===== config.mk =====
export PLATFORM = sky130hd
export DESIGN_NAME = ex_squash_queue
export DESIGN_NICKNAME = d
export VERILOG_FILES = /design/src/rtl/ex_squash_queue.sv
export SDC_FILE = /design/constraint.sdc
export NUM_CORES = 1
export LEC_CHECK = 0
export ABC_AREA = 1
export CORE_ASPECT_RATIO = 0.8
export CORE_MARGIN = 3
export CORE_UTILIZATION = 37
export CTS_CLUSTER_DIAMETER = 40
export CTS_CLUSTER_SIZE = 20
export DETAILED_ROUTE_END_ITERATION = 10
export PLACE_DENSITY_LB_ADDON = 0.2
export REMOVE_ABC_BUFFERS = 1
export SLEW_MARGIN = 20
export SYNTH_ARGS = -nofsm -noshare
export SYNTH_HDL_FRONTEND = slang
export SYNTH_SLANG_ARGS = --single-unit

===== constraint.sdc =====
create_clock -name clk -period 5.6 [get_ports clk]
set_input_delay 1.12 -clock clk [delete_from_list [all_inputs] [get_ports clk]]
set_output_delay 1.12 -clock clk [all_outputs]
set_load 0.1 [all_outputs]

===== src/rtl/ex_squash_queue.sv =====
// ex_squash_queue
//   Execute-to-writeback result buffer with squash filtering.
//   A circular buffer of p_depth entries holds completed execute results until
//   writeback accepts them. Squash broadcasts kill every entry strictly younger
//   than the squashing instruction. Age is measured relative to the oldest
//   uncommitted sequence number, so it stays correct when sequence numbers wrap.
//   A squashed head is masked from out_val combinationally.
//   With p_bypass=1, an input arriving at an empty queue is presented to
//   writeback in the same cycle.
// Ports
//   clk, rst             clock, asynchronous active-low reset
//   in_*                 execute result (valid/ready handshake)
//   out_*                head result to writeback (valid/ready handshake)
//   squash_val/seq_num   squash broadcast; strictly younger entries are dropped
//   commit_val/seq_num   commit broadcast; advances the age reference
module ex_squash_queue #(
  parameter int p_depth          = 2,
  parameter int p_seq_num_bits   = 5,
  parameter int p_phys_addr_bits = 6,
  parameter int p_bypass         = 0
) (
  input  logic                        clk,
  input  logic                        rst,
  input  logic                        in_val,
  output logic                        in_rdy,
  input  logic [p_seq_num_bits-1:0]   in_seq_num,
  input  logic [31:0]                 in_pc,
  input  logic [4:0]                  in_waddr,
  input  logic [p_phys_addr_bits-1:0] in_preg,
  input  logic [31:0]                 in_wdata,
  input  logic                        in_wen,
  output logic                        out_val,
  input  logic                        out_rdy,
  output logic [p_seq_num_bits-1:0]   out_seq_num,
  output logic [31:0]                 out_pc,
  output logic [4:0]                  out_waddr,
  output logic [p_phys_addr_bits-1:0] out_preg,
  output logic [31:0]                 out_wdata,
  output logic                        out_wen,
  input  logic                        squash_val,
  input  logic [p_seq_num_bits-1:0]   squash_seq_num,
  input  logic                        commit_val,
  input  logic [p_seq_num_bits-1:0]   commit_seq_num
);
  localparam int PW  = (p_depth > 1) ? $clog2(p_depth) : 1;
  localparam int CW  = $clog2(p_depth + 1);
  localparam bit BYP = (p_bypass != 0);

  typedef logic [p_seq_num_bits-1:0] seq_t;
  typedef struct packed {
    seq_t                        seq;
    logic [31:0]                 pc;
    logic [4:0]                  waddr;
    logic [p_phys_addr_bits-1:0] preg;
    logic [31:0]                 wdata;
    logic                        wen;
  } ent_t;

  ent_t          r_mem [p_depth];
  logic [PW-1:0] r_head, r_tail;
  logic [CW-1:0] r_count;
  seq_t          r_oldest;

  ent_t          w_in_ent, w_head_ent, w_out_ent;
  logic          w_empty, w_in_rdy, w_in_young, w_head_young;
  logic          w_byp, w_byp_take, w_deq, w_enq, w_out_val;
  logic [CW-1:0] w_keep;
  logic [PW-1:0] w_tail_base;

  // x is younger than s when it is further from the oldest live instruction.
  function automatic logic f_younger(seq_t x, seq_t s, seq_t o);
    return seq_t'(x - o) > seq_t'(s - o);
  endfunction

  // Pointer advance by n (n <= p_depth); works for non-power-of-2 depths.
  function automatic logic [PW-1:0] f_wrap(logic [PW-1:0] p, int unsigned n);
    int unsigned t;
    t = 32'(p) + n;
    if (t >= unsigned'(p_depth)) t = t - unsigned'(p_depth);
    return PW'(t);
  endfunction

  assign w_in_ent     = {in_seq_num, in_pc, in_waddr, in_preg, in_wdata, in_wen};
  assign w_head_ent   = r_mem[r_head];
  assign w_empty      = (r_count == '0);
  assign w_in_rdy     = (r_count < CW'(p_depth));
  assign w_in_young   = squash_val && f_younger(in_seq_num, squash_seq_num, r_oldest);
  assign w_head_young = squash_val && f_younger(w_head_ent.seq, squash_seq_num, r_oldest);

  assign w_byp     = BYP && w_empty && in_val;
  assign w_out_val = w_empty ? (w_byp && !w_in_young) : !w_head_young;
  assign w_out_ent = w_byp ? w_in_ent : w_head_ent;

  assign w_deq      = !w_empty && w_out_val && out_rdy;
  // A bypassed input that writeback takes this cycle never occupies a slot.
  assign w_byp_take = w_byp && w_out_val && out_rdy;
  assign w_enq      = in_val && w_in_rdy && !w_in_young && !w_byp_take;

  // Entries are in program order, so survivors of a squash are the run of
  // non-younger entries starting at head; the tail retracts to the first victim.
  always_comb begin
    logic          stop;
    logic [PW-1:0] idx;
    w_keep = r_count;
    stop   = 1'b0;
    idx    = r_head;
    if (squash_val) begin
      w_keep = '0;
      for (int i = 0; i < p_depth; i++) begin
        idx = f_wrap(r_head, unsigned'(i));
        if (!stop && (CW'(i) < r_count) &&
            !f_younger(r_mem[idx].seq, squash_seq_num, r_oldest))
          w_keep = w_keep + CW'(1);
        else
          stop = 1'b1;
      end
    end
  end

  assign w_tail_base = squash_val ? f_wrap(r_head, 32'(w_keep)) : r_tail;

  always_ff @(posedge clk or negedge rst) begin
    if (!rst) begin
      r_head   <= '0;
      r_tail   <= '0;
      r_count  <= '0;
      r_oldest <= '0;
    end else begin
      r_head  <= f_wrap(r_head, 32'(w_deq));
      r_tail  <= f_wrap(w_tail_base, 32'(w_enq));
      r_count <= w_keep - CW'(w_deq) + CW'(w_enq);
      if (commit_val) r_oldest <= commit_seq_num + seq_t'(1);
    end
  end

  // Payload storage is not reset; count gates its visibility.
  always_ff @(posedge clk) begin
    if (w_enq) r_mem[w_tail_base] <= w_in_ent;
  end

  assign in_rdy  = w_in_rdy;
  assign out_val = w_out_val;
  assign {out_seq_num, out_pc, out_waddr, out_preg, out_wdata, out_wen} = w_out_ent;

endmodule


==> flow_summary_export.csv <==
group,metric,value,unit
timing,fin_crit_sh,88.11,%
grt,grt_start_max_net_pins,66,
placed_design,gp_congestion,0.7949,
worst_setup_path,cp_top_family,"simple AND/OR/NAND/NOR gates",
worst_setup_path,critPathSlowestCell,"dfrtp_4",
clock_tree,clkTransAtPathRegs,70,ps
synth,syn_area_per_cell,12.13,um^2
grt,grt-ovfl-total,0,
worst_setup_path,cp.required,4480,ps
timing,finalHoldViolations,0,
floorplan,die_x,164.0,um
synth,ys_seq_area_share,68.89,%
timing,fin_worst_skew,11.84,ps
cells_and_area,drive_gt1_share,6.312,%
route,ant_nets,0,
clock_tree,clock-sinks,171,
clock_tree,clockRootBuffer,"clkbuf_16",
grt,grt_usage,15.70,%
worst_setup_path,end_kind,"primary output",
synth,synth_top_area_share,65.84,%
synth,yosys_register_bits,171,
clock_tree,clock_latency,420,ps
clock_tree,cts_resized,0,
worst_setup_path,critical_path_class,"reg2out",
route,drtPass1Iterations,4,
route,wl_per_cell,15.85,um
grt,antenna_found_initial,1,
worst_setup_path,start_kind,"register",
clock_tree,cts_hold_buf,0,
route,dr_total_vias,4909,
timing,drv_slew,0,
synth,yosysUniqueCellTypes,29,
clock_tree,cts_buffers,17,
cells_and_area,nNetsFinal,933,
cells_and_area,ff_latch_area,5094,um^2
worst_setup_path,r2r_slack,750,ps
worst_setup_path,critPathMaxStageDelay,660,ps
placed_design,place_ws,408.1,ps
timing,tns,0,ps
cells_and_area,multi_input_area,2091,um^2
cells_and_area,num_antenna_cells,0,
synth,postSynthCellCount,609,
timing,rsz0062_at_grt,"false",
cells_and_area,n_fill_cell,1644,
synth,synthTopCellsByArea,"edfxtp_1, nand2_1, ha_1",
synth,yosysWarnings,0,
worst_setup_path,worstPathCellList,"inv_4 > or2_2 > o21ai_1 > ha_1 > inv_1 > fa_1 > a31oi_1 > xnor2_1 > ha_1 > nand2_1 > nor2_1 > nand2_1 > nand3_1 > nand2_1 > nand2_1 > nand2_1 > buf_12",
clock_tree,post_cts.repair.setup_buffers,0,
timing,setup_violations,0,
placed_design,dp_hpwl,11890,um
floorplan,rows,45,
synth,synth_area_leader_cell,"edfxtp_1",
clock_tree,cts_tree,"done",
floorplan,initial_utilization,38.37,%
clock_tree,htreeDepth,4,
synth,netlist_area,7388,um^2
grt,grt_pass1_vias,4978,
placed_design,io_buffers,179,
timing,max_slew_margin,30.84,%
floorplan,die-area,21710,um^2
min_path,hold_class,"reg2reg",
route,wl,16900,um
cells_and_area,mostFrequentLayoutCell,"nand2_1",
grt,grt_first_pass_wirelength,26600,um
clock_tree,clock_path_buffers,2,
worst_setup_path,crit_path_max_fanout,34,
route,drtIter0Drc,301,
cells_and_area,mostFrequentLayoutCells,"nand2_1, clkdlybuf4s50_1, edfxtp_1",
floorplan,coreArea,19260,um^2
route,viasPerCell,4.605,
floorplan,die_h,132.4,um
timing,fin_crit,4934,ps
timing,fmax,202.7,MHz
route,drc,0,
timing,setup_ws,665.7,ps
job,cap_violations,0,
outcome,status,"completed",
floorplan,ios,180,
timing,worstMarginPinSlew,1034,ps
worst_setup_path,cp_common_cell,"nand2_1",
worst_setup_path,crit_buf_inv,3,
worst_setup_path,arrival,3810,ps
cells_and_area,area_growth,36.95,%
-- Yosys cell counts --
library cell / number
o21ai_1: 3
xor2_1: 13
inv_1: 27
inv_4: 1
o21a_1: 1
a31oi_1: 2
o21ai_0: 15
nor2_1: 6
clkbuf_1: 4
nand4_1: 1
nand2_1: 266
nor3_1: 2
nand2_2: 1
or2_2: 1
buf_4: 10
o21bai_1: 1
fa_1: 4
dfrtp_1: 9
edfxtp_1: 162
ha_1: 37
a21oi_1: 12
o21ai_4: 1
nor3b_1: 1
buf_2: 7
a211oi_1: 1
a21o_1: 2
xnor2_1: 8
nand3_1: 9
mux2i_1: 2
-- worst min-delay path, delay by kind of cell (launching register included) --
family	cells	cell delay (ps)
flip-flops	1	390
AO/OA/AOI/OAI	1	70
AND/OR/NAND/NOR	1	60
-- path summary, 6_finish.rpt --
kind | from | to | depth (start not counted)
setup / recovery | r_head | out_val | 17
hold / removal | r_oldest[3] | r_oldest[3] | 2
setup reg to reg | r_head | r_mem[1][46] | 22
hold reg to reg | r_oldest[3] | r_oldest[3] | 2
max in group asynchronous | rst | r_head | 1
min in group asynchronous | rst | r_oldest[3] | 1
-- per-stage QoR --
stage	util [%]	std cells	hold WS (ps)	instance area, um^2
after floorplan	-	588	453.0	7263
after global placement	49.41	1034	552.2	9514
after detailed placement	49.41	1034	550.4	9514
after CTS	52.55	1066	567.4	10120
after global routing	52.55	1066	585.3	10120
final	52.55	1066	558.8	10120
-- layout make-up --
class	count	share of cell area [%]
flip-flops and latches	171	50.34
multi-input cells	389	20.66
repair buffers	188	18.77
clock buffers	17	4.204
well taps	258	3.190
clock inverters	15	1.768
inverters	28	1.063
-- cells by family (layout without fill, tap and decap cells) --
family	Yosys count	after routing	synth area share (%)
compound gates	38	38	2.930
buf+inv	49	248	3.150
fa+ha+maj	41	41	7.350
mux	2	2	0.2710
flops	171	171	68.89
simple gates	287	287	14.92
xor+xnor	21	21	2.489
-- registers in the layout (all words and copies together) (netlist names) --
| name | flops |
|---|---|
| r_head | 1 |
| r_oldest | 5 |
| r_mem | 162 |
| r_count | 2 |
| r_tail | 1 |
-- layer usage --
layer  part of all wire (%)  vias up  GRT usage, %
met2                     44      155         23.57
li1                       -     2432             -
met3                    8.1       20         5.182
met1                     47     2300         22.15
met4                    1.1        2         3.852
met5                  0.077        -             0
Power is not shown: default switching activity piles up to over one toggle a cycle in this logic, so the estimate is an artifact.
